**config.mk**
```make
export PLATFORM = sky130hd
export DESIGN_NAME = digital_diff_n_flat
export DESIGN_NICKNAME = d
export VERILOG_FILES = /design/src/rtl/digital_diff_n_if.sv /design/src/rtl/digital_diff_n.sv /design/src/flat_wrapper.sv
export SDC_FILE = /design/constraint.sdc
export NUM_CORES = 1
export LEC_CHECK = 0
export ABC_AREA = 0
export BUFFER_PORTS_ARGS = -buffer_cell sky130_fd_sc_hd__buf_4
export CORE_MARGIN = 5
export CORE_UTILIZATION = 55
export DETAILED_ROUTE_END_ITERATION = 10
export PLACE_DENSITY = 0.78
export SYNTH_ARGS = -nofsm -noshare
export SYNTH_HDL_FRONTEND = slang
export SYNTH_SLANG_ARGS = --single-unit
```
**constraint.sdc**
```tcl
create_clock -name clk -period 4.7 [get_ports clk]
set_clock_uncertainty 0.1 [all_clocks]
set_input_delay 0.235 -clock clk [delete_from_list [all_inputs] [get_ports clk]]
set_output_delay 0.235 -clock clk [all_outputs]
set_load 0.01 [all_outputs]
```
**src/rtl/digital_diff_n_if.sv**
```systemverilog
// Sample-in / difference-out stream bundle for digital_diff_n.
// The master side feeds samples and accepts results; the slave side is the differencer.
interface digital_diff_n_if #(
    parameter int WIDTH = 8
);
    logic signed [WIDTH-1:0] in_data;
    logic                    in_valid;
    logic                    in_ready;
    logic signed [WIDTH-1:0] out_data;
    logic                    out_valid;
    logic                    out_ready;
    logic                    out_ovf;

    modport master (
        output in_data, in_valid, out_ready,
        input  in_ready, out_data, out_valid, out_ovf
    );

    modport slave (
        input  in_data, in_valid, out_ready,
        output in_ready, out_data, out_valid, out_ovf
    );
endinterface

```
**src/rtl/digital_diff_n.sv**
```systemverilog
// Lag-N differencer: out = x[n] - x[n-LAG] over accepted samples, one-cycle latency.
// DIGITAL_DIFF_SAT_EN selects saturating output; otherwise the result wraps.
module digital_diff_n #(
    parameter int WIDTH = 8,
    parameter int LAG   = 1
) (
    input  logic             clk,
    input  logic             rst,
    input  logic             clr,
    digital_diff_n_if.slave  s,
    output logic             warm
);
    localparam int              CNT_W    = $clog2(LAG + 1);
    localparam logic [CNT_W-1:0] CNT_FULL = CNT_W'(LAG);

    logic signed [WIDTH-1:0] hist_p0 [LAG];
    logic [CNT_W-1:0]        cnt_p0;
    logic signed [WIDTH-1:0] data_p1;
    logic                    ovf_p1;
    logic                    vld_p1;
    logic                    accept;
    logic signed [WIDTH:0]   diff;

    // The extra bit holds the exact difference; a mismatch between the top two bits means it does not fit.
    function automatic logic diff_ovf(input logic signed [WIDTH:0] d);
        return d[WIDTH] != d[WIDTH-1];
    endfunction

    function automatic logic signed [WIDTH-1:0] diff_fit(input logic signed [WIDTH:0] d);
`ifdef DIGITAL_DIFF_SAT_EN
        if (diff_ovf(d))
            return d[WIDTH] ? {1'b1, {(WIDTH-1){1'b0}}} : {1'b0, {(WIDTH-1){1'b1}}};
        return d[WIDTH-1:0];
`else
        return d[WIDTH-1:0];
`endif
    endfunction

    assign s.in_ready = !clr && (!vld_p1 || s.out_ready);
    assign accept     = s.in_valid && s.in_ready;
    assign warm       = (cnt_p0 == CNT_FULL);
    assign diff       = $signed({s.in_data[WIDTH-1], s.in_data})
                      - $signed({hist_p0[LAG-1][WIDTH-1], hist_p0[LAG-1]});

    // Stage p0: history shift register and warm-up counter
    always_ff @(posedge clk or negedge rst) begin
        if (!rst) begin
            for (int i = 0; i < LAG; i++) hist_p0[i] <= '0;
            cnt_p0 <= '0;
        end else if (clr) begin
            for (int i = 0; i < LAG; i++) hist_p0[i] <= '0;
            cnt_p0 <= '0;
        end else if (accept) begin
            for (int i = LAG - 1; i > 0; i--) hist_p0[i] <= hist_p0[i-1];
            hist_p0[0] <= s.in_data;
            if (!warm) cnt_p0 <= cnt_p0 + CNT_W'(1);
        end
    end

    // Stage p1: registered difference with output handshake
    always_ff @(posedge clk or negedge rst) begin
        if (!rst) begin
            data_p1 <= '0;
            ovf_p1  <= 1'b0;
            vld_p1  <= 1'b0;
        end else if (clr) begin
            vld_p1  <= 1'b0;
        end else if (accept && warm) begin
            data_p1 <= diff_fit(diff);
            ovf_p1  <= diff_ovf(diff);
            vld_p1  <= 1'b1;
        end else if (s.out_ready) begin
            vld_p1  <= 1'b0;
        end
    end

    assign s.out_data  = data_p1;
    assign s.out_ovf   = ovf_p1;
    assign s.out_valid = vld_p1;
endmodule
```
**src/flat_wrapper.sv**
```systemverilog
// flat-port wrapper written by rule: the top's interface ports become plain ports
module digital_diff_n_flat 
#(
    parameter int WIDTH = 8,
    parameter int LAG   = 1
)
  (clk, rst, clr, warm, s_in_data, s_in_valid, s_out_ready, s_in_ready, s_out_data, s_out_valid, s_out_ovf);
  digital_diff_n_if #(.WIDTH(WIDTH)) s_i ();
  input  logic clk;
  input  logic rst;
  input  logic clr;
  output logic warm;
  input wire logic [$bits(s_i.in_data)-1:0] s_in_data;
  input wire logic [$bits(s_i.in_valid)-1:0] s_in_valid;
  input wire logic [$bits(s_i.out_ready)-1:0] s_out_ready;
  output wire logic [$bits(s_i.in_ready)-1:0] s_in_ready;
  output wire logic [$bits(s_i.out_data)-1:0] s_out_data;
  output wire logic [$bits(s_i.out_valid)-1:0] s_out_valid;
  output wire logic [$bits(s_i.out_ovf)-1:0] s_out_ovf;
  assign s_i.in_data = s_in_data;
  assign s_i.in_valid = s_in_valid;
  assign s_i.out_ready = s_out_ready;
  assign s_in_ready = s_i.in_ready;
  assign s_out_data = s_i.out_data;
  assign s_out_valid = s_i.out_valid;
  assign s_out_ovf = s_i.out_ovf;
  digital_diff_n #(.WIDTH(WIDTH), .LAG(LAG)) u_core (.clk(clk), .rst(rst), .clr(clr), .s(s_i), .warm(warm));
endmodule
```
Word level (Yosys, flattened, before mapping)

Index checks and enable logic that the tools add are counted.

Divide/modulo/power cells: 0
Multipliers: 0
Equal/unequal tests: 1
Reduce and logical (&&, ||, !) cells: 9
Mux-type cells: 8
Magnitude comparators: 0
Bitwise logic cells: 1
Shift-type cells: 0
Add/sub/neg operators: 2

Operator list:

| kind                                | number |
|---|---|
| 2-to-1 mux 8 bit                    | 2 |
| subtractor 8 x 8 -> 9 bit           | 1 |
| 2-to-1 mux 1 bit                    | 6 |
| logical AND 1 bit                   | 3 |
| nonzero test 3 bit                  | 1 |
| zero test 1 bit                     | 2 |
| AND reduction 2 bit                 | 1 |
| nonzero test 2 bit                  | 1 |
| adder 1 bit (second input constant) | 1 |
| logical OR 1 bit                    | 1 |
| inequality test 1 bit               | 1 |
| NOT 1 bit                           | 1 |

Bits of input ports: 13
Logic and storage cells: 26
Memories kept: 0
Memory bits (read-only): 0
Register bits after elaboration: 19
Bits in latches: 0
Output and inout port bits: 12
Bits in writable memories: 0

Longest topological paths before layout

Gate-level depths: netlist of the first run.

Depth in word-level cells: 7
Depth in mapped cells: 8
Mapped depth without buffers: 8

Worst setup path before layout of the first run

No wires, ideal clock.

Kind: flip-flop to flip-flop
Start: register u_core.hist_p0[4] (netlist bit)
End: register u_core.data_p1[7] (netlist: u_core.s.out_data[7])
Path buffers: 0
Slack: 2918 ps
Arrival: 1557 ps
Stages on the path, launching flop included: 8
Period minus slack after synthesis: 1782 ps
Path through: dfrtp_1 inv_1 ha_1 a21o_1 a21o_1 a221oi_4 xor2_1 o21ai_1

Cells in the longest elaborated chain, start to end: 1

RTL lines:

| element                   | line                 | source |
|---|---|---|
| start, declared           | digital_diff_n.sv:16 | `logic signed [WIDTH-1:0] hist_p0 [LAG];` |
| subtractor 8 x 8 -> 9 bit | digital_diff_n.sv:43 | `- $signed({hist_p0[LAG-1][WIDTH-1], hist_p0[LAG-1]});` |
| end signal, assigned      | digital_diff_n.sv:69 | `data_p1 <= diff_fit(diff);` |
| end, declared             | digital_diff_n.sv:18 | `logic signed [WIDTH-1:0] data_p1;` |

No other way between the ends.
A chain may end at the register's enable or synchronous reset.

Final worst setup path of the first run

Ends and elaborated chain as after synthesis.

==> results of run 1 <==
==> through the flow <==
stage	hold WS, ns	worst slack, ns	util
global placement	0.0196	2.80	0.667
CTS	0.0368	2.76	0.686
detailed placement	0.0235	2.77	0.667
global route	0.0406	2.64	0.686
floorplan	-0.161	2.92	-
finish	0.0427	2.76	0.686
==> layer usage <==
metal,track usage,share of wire,vias up
met1,0.217,0.48,397
met3,0.0272,0.031,2
met2,0.273,0.48,14
li1,-,-,450
met4,0.0788,0.0088,0
met5,0,0,-
==> cell type report <==
class	instances	area (µm²)
Fill cell	165	604
Sequential cell	19	475
Inverter	10	37.5
Timing Repair Buffer	25	190
Multi-Input combinational cell	79	554
Tap cell	27	33.8
Clock buffer	4	26.3
==> state kept, by name, summed over array words and instances (netlist names) <==
signal,cells
u_core.hist_p0,8
u_core.s.out_data,8
u_core.s.out_ovf,1
u_core.s.out_valid,1
u_core.warm,1
==> path summary, 6_finish.rpt <==
| kind | startpoint | to | slack [ns] | depth (start not counted) |
|---|---|---|---|---|
| worst min register to register | u_core.s.out_data[4] | u_core.s.out_data[4] | 0.39 | 1 |
| worst min-delay path | s_in_data[7] | u_core.hist_p0[7] | 0.04 | 3 |
| max in group asynchronous | rst | u_core.s.out_valid | 4.06 | 2 |
| worst max-delay path | u_core.hist_p0[4] | u_core.s.out_data[7] | 2.76 | 7 |
| min in group asynchronous | rst | u_core.s.out_data[7] | 0.23 | 2 |
| worst max register to register | u_core.hist_p0[4] | u_core.s.out_data[7] | 2.76 | 7 |
==> report_power, final <==
| part | switching [W] | internal, W |
|---|---|---|
| Clock | 0.0000499 | 0.0000330 |
| Combinational | 0.0000797 | 0.0000805 |
| Sequential | 0.0000146 | 0.000194 |
| Total | 0.000144 | 0.000307 |
==> worst register-to-register path: stages, from the launching register on <==
cell and delay, ns:
dfrtp_1 0.34, inv_1 0.05, ha_1 0.35, a21o_1 0.20, a21o_1 0.20, a221oi_4 0.34, xor2_1 0.19, o21ai_1 0.07
==> what timing repair did <==
action	in CTS	in global routing
gates resized for setup	0	0
endpoints found under the hold margin	19	0
hold buffers	1	0
buffers inserted	0	0
endpoints found under the setup margin	0	0
==> synthesized netlist by cell type, drive strengths merged, types with 2 or more instances <==
master / number / area [µm²]
inv: 10 / 37.5
xor2: 2 / 17.5
ha: 8 / 100
nand2: 17 / 66.3
o21ai: 10 / 53.8
a21o: 4 / 30.0
nor2: 3 / 11.3
nor3: 3 / 15.0
dfrtp: 19 / 475
and3: 2 / 13.8
nand2b: 3 / 18.8
o31ai: 10 / 75.1
a211oi: 2 / 15.0
buf: 4 / 20.0
o21a: 5 / 37.5
==> cells by family after synthesis <==
family                   count (synthesis)  synth area share
adder cells (fa/ha/maj)                  9             0.110
AO/OA/AOI/OAI                           35             0.237
AND/OR/NAND/NOR                         32             0.138
flip-flops                              19             0.437
buffers and inverters                   14            0.0529
XOR/XNOR                                 3            0.0242
==> flow_summary.ini, run 1 <==
[yosys]
avgSynthCellArea_um2 = 9.71
seq_total_area_yosys = 0.437
syn_area_um2 = 1090
post_synth_edffs = 0
yosys_warnings = 0
yosys.cell_types.count = 30
mappedNetlistNets = 134
yosys_register_bits = 19
dominantRegCellSynth = dfrtp_1
async_flop_share = 1.00
synth_cells = 112

[power_and_ir_drop]
power.total_w = 0.000451
leakagePower_nw = 0.646
power_density_over_the_cells_nw_per_um2 = 342
power.ir.vdd_worst_mv = 0.219

[placed_design]
dp_hpwl_um = 1610
detailed_place.area_um2 = 1280
globalplace.congestion = 0.812
place_inst = 159
io_buffer_count = 24

[die]
ios = 25
core_um2 = 1920
die-height_um = 54.5
start_util = 0.566
die_width_um = 54.5
rows = 16
die_area_um2 = 2970

[critical_path]
critical-path-slowest-cell = ha_1
cp.buffers_inverters = 1
kind_of_start_point_of_the_critical_path = register
worst-setup-path-type = register to register
crit_path_frequent_cell = a21o_1
worst_path_maximum_fanout = 5
critical-path-top-delay-family = compound AO/OA/AOI/OAI gates
worst-endpoint-arrival_ns = 2.03
worstPathRequired_ns = 4.78
crit_path_max_cell_delay_ns = 0.35
critical_path.cell_chain = inv_1, ha_1, a21o_1, a21o_1, a221oi_4, xor2_1, o21ai_1
worstSetupEndpointType = register

[finish]
synthToLayoutAreaGrowth_pct = 21.2
layout_common_cells = buf_4, dfrtp_1, nand2_1, o31ai_1, inv_1
nNetsFinal = 160
layout.cells.most_common = buf_4
post_layout_nonfiller_instances = 164
fraction_of_final_layout_cells_sized_beyond_drive_strength_1 = 0.234
stdcell_area_um2 = 1320
number_of_antenna_diodes = 0

[route]
detail_route.wl_per_cell_um = 12.5
detailedRoute.firstPassIterationCount = 3
detail-route-antenna-nets = 0
finalWirelength_um = 2060
vias_per_cell = 5.26
drt-initial-drc-count = 11
dr_total_vias = 863
drc = 0

[cts]
cts_root_buffer = clkbuf_4
clk_latency_ns = 0.29
cts_tree = yes
clkTransAtPathRegs_ns = 0.11
cts_sinks = 19
clock_path_buffers = 2
cts.htree.levels = 1
tritoncts.num_buffers = 3

[grt]
grt_first_pass_wirelength_um = 3590
gr-total-overflow = 0
grt_pass1_vias = 830
antenna_found_initial = 0
grt_max_degree = 20
groute.usage.overall = 0.168

[timing]
worstMarginPinSlew_ns = 0.550
fin_setup_tns_ns = 0
worst_slew_margin = 0.633
min_period_over_period = 0.413
fmax_ghz = 0.515
rsz0062_at_grt = false
final-hold-violation-count = 0
fin_crit_ns = 1.94
setup_viol = 0
slew_violations = 0

[run_status]
status = finished, final reports clean

[flow_run]
max-cap-violations = 0

[min_path]
hold_path_class = input pin to register
Power figures use the tool's default switching activity.
==> run 2: changes to the inputs <==
--- a/config.mk
+++ b/config.mk
@@ -8,9 +8,9 @@
 export ABC_AREA = 0
 export BUFFER_PORTS_ARGS = -buffer_cell sky130_fd_sc_hd__buf_4
 export CORE_MARGIN = 5
-export CORE_UTILIZATION = 55
+export CORE_UTILIZATION = 47
 export DETAILED_ROUTE_END_ITERATION = 10
-export PLACE_DENSITY = 0.78
+export PLACE_DENSITY = 0.71
 export SYNTH_ARGS = -nofsm -noshare
 export SYNTH_HDL_FRONTEND = slang
 export SYNTH_SLANG_ARGS = --single-unit
==> constraint.sdc (replaced) <==
create_clock -name clk -period 1.62 [get_ports clk]
set_clock_uncertainty 0.1 [all_clocks]
set_input_delay 0.081 -clock clk [delete_from_list [all_inputs] [get_ports clk]]
set_output_delay 0.081 -clock clk [all_outputs]
set_load 0.01 [all_outputs]
==> flow_summary.ini, run 2 (synthesized netlist as in run 1, its figures left out) <==
[timing]
fin_crit_ns = 1.90
worstMarginPinSlew_ns = 0.335
fmax_ghz = 0.525
rsz0062_at_grt = true
worst_slew_margin = 0.776
final-hold-violation-count = 0
setup_viol = 6
slew_violations = 0
min_period_over_period = 1.18
slack_of_the_critical_path_ns = -0.285

[power_and_ir_drop]
share_clk_of_total_power = 0.167
power.total_w = 0.00145
p_sw_frac = 0.318
power_frac_seq = 0.418
p_sw_w = 0.000462
share_comb_of_total_power = 0.415
leakagePower_nw = 0.805
power.internal_w = 0.000990
power_density_over_the_cells_nw_per_um2 = 870
power.ir.vdd_worst_mv = 0.629

[critical_path]
critical-path-slowest-cell = dfrtp_1
worstPathRequired_ns = 1.73
worst-endpoint-arrival_ns = 2.01
critical_path.cell_chain = ha_4, fa_2, nor2b_2, o31a_1, o21a_1, nor3_1, o31ai_1
r2r.worst_path.cells = 7
path_depth = 7
worst-setup-path-type = register to register
crit_path_max_cell_delay_ns = 0.43
worst_path_maximum_fanout = 3
critical-path-top-delay-family = compound AO/OA/AOI/OAI gates
cp.buffers_inverters = 0
worstSetupEndpointType = register
kind_of_start_point_of_the_critical_path = register

[cts]
cts_sinks = 19
clock_path_buffers = 2
clk_latency_ns = 0.30
cts_root_buffer = clkbuf_4
clkTransAtPathRegs_ns = 0.11
cts.htree.levels = 1
tritoncts.num_buffers = 3
cts_tree = yes

[die]
rows = 17
core_um2 = 2210
die-height_um = 58.1
die_width_um = 58.1
die_area_um2 = 3380
start_util = 0.492
ios = 25

[finish]
number_of_antenna_diodes = 0
layout.cells.most_common = buf_4
synthToLayoutAreaGrowth_pct = 53.5
post_route_core_utilization = 0.755
fraction_of_final_layout_cells_sized_beyond_drive_strength_1 = 0.392
nNetsFinal = 194
nFillCells = 167
layout_common_cells = buf_4, dfrtp_1, nand2_1, dlygate4sd3_1, o31ai_1

[placed_design]
globalplace.congestion = 0.907
io_buffer_count = 24
dp_hpwl_um = 1840

[route]
dr_total_vias = 986
drc = 0
detail_route.wl_per_cell_um = 13.2
drt-initial-drc-count = 18
finalWirelength_um = 2640
detailedRoute.firstPassIterationCount = 4
detail-route-antenna-nets = 0
vias_per_cell = 4.95

[run_status]
failed_checks = negative setup slack
status = finished, violations left

[grt]
antenna_found_initial = 0
groute.usage.overall = 0.172
gr-total-overflow = 0
grt_first_pass_wirelength_um = 4550
grt_max_degree = 20
grt_pass1_vias = 1040

[flow_run]
max-cap-violations = 0

[min_path]
hold_path_class = input pin to async pin
-- run 2: cell types whose count changed in the layout (fill, tap and decap cells not counted), sizes merged --
cell,previous run,this run
buf,24,47
dlygate4sd3,1,12
-- run 2: repair_timing --
item                                    in CTS  in global routing
setup buffers                                2                  2
cloned                                       0                  0
hold endpoints to repair                    28                  0
endpoints found under the setup margin       5                  5
gates resized for setup                      5                  3
hold buffers                                12                  0
pin swaps                                    3                  7
-- run 2: final timing paths --
| kind | start | end | slack (ns) |
|---|---|---|---|
| max | u_core.hist_p0[0] | u_core.s.out_data[6] | -0.28 |
| min reg2reg | u_core.s.out_data[4] | u_core.s.out_data[4] | 0.39 |
| min | rst | u_core.s.out_data[3] | 0.08 |
| min in group clk | s_in_data[7] | u_core.s.out_data[7] | 0.14 |
| max reg2reg | u_core.hist_p0[0] | u_core.s.out_data[6] | -0.28 |
| max in group asynchronous | rst | u_core.hist_p0[6] | 1.14 |
-- run 2: power by group through the flow --
stage                     logic (W)  registers (W)  clock network, W
after global placement     0.000535       0.000612                 0
after floorplan            0.000249       0.000650                 0
final                      0.000603       0.000607          0.000242
after detailed placement   0.000548       0.000619                 0
after global routing       0.000663       0.000621          0.000280
after CTS                  0.000591       0.000609          0.000250
-- run 2: cell type report --
type / count / area [µm²] / area share
inverters: 10 / 37.5 / 0.0225
repair buffers: 59 / 473 / 0.283
clock buffers: 4 / 26.3 / 0.0157
well taps: 28 / 35.0 / 0.0210
flip-flops and latches: 19 / 475 / 0.285
multi-input cells: 79 / 622 / 0.373
-- run 2: worst reg2reg max path, stage by stage (launching register included) --
cell     delay (ns)
dfrtp_1        0.43
ha_4           0.18
fa_2           0.35
nor2b_2        0.14
o31a_1         0.19
o21a_1         0.16
nor3_1         0.07
o31ai_1        0.21
-- run 2: per-stage QoR --
step / setup slack (ns) / TNS (ns) / instances / hold WS (ns) / area [µm²]
3_3_place_gp: -0.193 / -0.648 / 179 / -0.132 / 1460
3_5_place_dp: -0.283 / -0.994 / 179 / -0.130 / 1460
5_1_grt: -0.373 / -1.60 / 199 / 0.0765 / 1670
4_1_cts: -0.228 / -0.901 / 197 / 0.0795 / 1640
2_1_floorplan: -0.136 / -0.280 / 112 / -0.315 / 1120
6_report: -0.285 / -1.04 / 199 / 0.0754 / 1670
-- run 2: metal layers --
layer	global-route usage	wire length [µm]	vias to the layer above
met5	0	0	-
met4	0.0795	48	0
met3	0.0356	135	8
met2	0.282	1270	29
met1	0.217	1180	442
li1	-	-	507
==> run 3: changes to the inputs <==
--- a/config.mk
+++ b/config.mk
@@ -8,9 +8,9 @@
 export ABC_AREA = 0
 export BUFFER_PORTS_ARGS = -buffer_cell sky130_fd_sc_hd__buf_4
 export CORE_MARGIN = 5
-export CORE_UTILIZATION = 47
+export CORE_UTILIZATION = 55
 export DETAILED_ROUTE_END_ITERATION = 10
-export PLACE_DENSITY = 0.71
+export PLACE_DENSITY = 0.78
 export SYNTH_ARGS = -nofsm -noshare
 export SYNTH_HDL_FRONTEND = slang
 export SYNTH_SLANG_ARGS = --single-unit
==> constraint.sdc (replaced) <==
create_clock -name clk -period 2.4 [get_ports clk]
set_clock_uncertainty 0.1 [all_clocks]
set_input_delay 0.12 -clock clk [delete_from_list [all_inputs] [get_ports clk]]
set_output_delay 0.12 -clock clk [all_outputs]
set_load 0.01 [all_outputs]
==> flow_summary.ini, run 3 (synthesized netlist as in run 1, its figures left out) <==
[die]
die_width_um = 54.5
core_um2 = 1920
rows = 16
start_util = 0.566
die_area_um2 = 2970
die-height_um = 54.5
ios = 25

[cts]
cts_resized = 0
postCtsSetupBuffers = 0
cts_tree = yes
clkTransAtPathRegs_ns = 0.12
tritoncts.num_buffers = 3
clk_latency_ns = 0.31
cts_sinks = 19
clock_path_buffers = 2
cts_root_buffer = clkbuf_4
cts.htree.levels = 1

[timing]
setup_viol = 0
fin_setup_tns_ns = 0
fmax_ghz = 0.472
worst_slew_margin = 0.732
worstMarginPinSlew_ns = 0.402
slack_of_the_critical_path_ns = 0.282
fin_crit_ns = 2.12
slew_violations = 0
min_period_over_period = 0.882
final-hold-violation-count = 0
rsz0062_at_grt = false

[route]
drc = 0
finalWirelength_um = 2680
met2_length_um = 1360
detail-route-antenna-nets = 0
wirelength_met1_um = 1190
dr_total_vias = 983
drt-initial-drc-count = 24
top_signal_layer_used = met4
detailedRoute.firstPassIterationCount = 4
met3_wirelength_um = 88
vias_per_cell = 5.49
detail_route.wl_per_cell_um = 14.9

[critical_path]
worstPathRequired_ns = 2.52
cp.buffers_inverters = 2
crit_path_frequent_cell = o21a_1
r2r.worst_path.cells = 7
critical-path-top-delay-family = compound AO/OA/AOI/OAI gates
critical_path.cell_chain = dlygate4sd3_1, buf_4, ha_1, nor2b_1, o31a_1, o21a_1, o21a_1, o31ai_1
worst-endpoint-arrival_ns = 2.24
r2r_start = u_core.hist_p0[2]
kind_of_start_point_of_the_critical_path = input pin
timing.rr.end = u_core.s.out_data[6]
timing.critical_path.from = s_in_data[2]
setup.reg_to_reg.worst_slack_ns = 0.39
critical-path-slowest-cell = dlygate4sd3_1
path_depth = 8
worstSetupEndpointType = register
crit_path_max_cell_delay_ns = 0.55
worst_path_maximum_fanout = 4
worst-setup-path-type = input pin to register

[grt]
grt_max_degree = 20
groute.usage.overall = 0.219
antenna_found_initial = 0
grt_pass1_vias = 1048
grt_first_pass_wirelength_um = 4640
gr-total-overflow = 0

[min_path]
hold_path_class = input pin to register
min_from = clr
hold_end = u_core.s.out_valid
hold_depth = 2

[finish]
nNetsFinal = 175
number_of_antenna_diodes = 0
fraction_of_final_layout_cells_sized_beyond_drive_strength_1 = 0.217
post_layout_nonfiller_instances = 179
stdcell_area_um2 = 1470
layout.cells.most_common = buf_4
layout_common_cells = buf_4, dfrtp_1, nand2_1, dlygate4sd3_1, o31ai_1
synthToLayoutAreaGrowth_pct = 34.8

[placed_design]
place_worst_setup_slack_ns = 0.451
detailed_place.area_um2 = 1290
io_buffer_count = 24
dp_hpwl_um = 1660
globalplace.congestion = 0.858
place_inst = 160

[flow_run]
max-cap-violations = 0

[power_and_ir_drop]
leakagePower_nw = 0.722
power.total_w = 0.000929
power_density_over_the_cells_nw_per_um2 = 634
power.ir.vdd_worst_mv = 0.402

[run_status]
status = finished, final reports clean
[run 3: final cells by class]
class | count | area, µm²
fillers | 148 | 457
clock buffers | 4 | 26.3
flip-flops and latches | 19 | 475
multi-input cells | 79 | 554
repair buffers | 40 | 338
well taps | 27 | 33.8
inverters | 10 | 37.5
[run 3: timing repair]
item	in CTS	in global routing
hold buffers	15	0
endpoints found under the hold margin	26	0
setup endpoints to repair	0	0
[run 3: worst max-delay path by stage]
stage,end,slack [ns]
after floorplan,u_core.s.out_data[7],0.62
after global placement,u_core.s.out_data[7],0.52
after detailed placement,u_core.s.out_data[6],0.45
after CTS,u_core.s.out_data[6],0.34
after global routing,u_core.s.out_data[6],0.16
final,u_core.s.out_data[6],0.28
[run 3: report_power, final]
part / switching, W / internal (W)
Clock: 0.000107 / 0.0000648
Sequential: 0.0000288 / 0.000379
Combinational: 0.000171 / 0.000178
[run 3: worst register-to-register path, stage by stage, from the launching register on]
cell	delay [ns]
dfrtp_1	0.38
inv_1	0.09
ha_1	0.30
nor2b_1	0.17
o31a_1	0.29
o21a_1	0.20
o21a_1	0.17
o31ai_1	0.23
[run 3: through the flow]
| stage | utilization | hold slack [ns] |
|---|---|---|
| global route | 0.762 | 0.0318 |
| global placement | 0.671 | -0.0958 |
| detailed placement | 0.671 | -0.0897 |
| CTS | 0.762 | 0.00209 |
| floorplan | - | -0.276 |
| finish | 0.762 | 0.0120 |
[run 3: metal layers]
metal,vias to the layer above,GRT usage
met1,475,0.272
met2,27,0.380
met5,-,0
met3,4,0.0272
met4,0,0.0913
li1,477,-
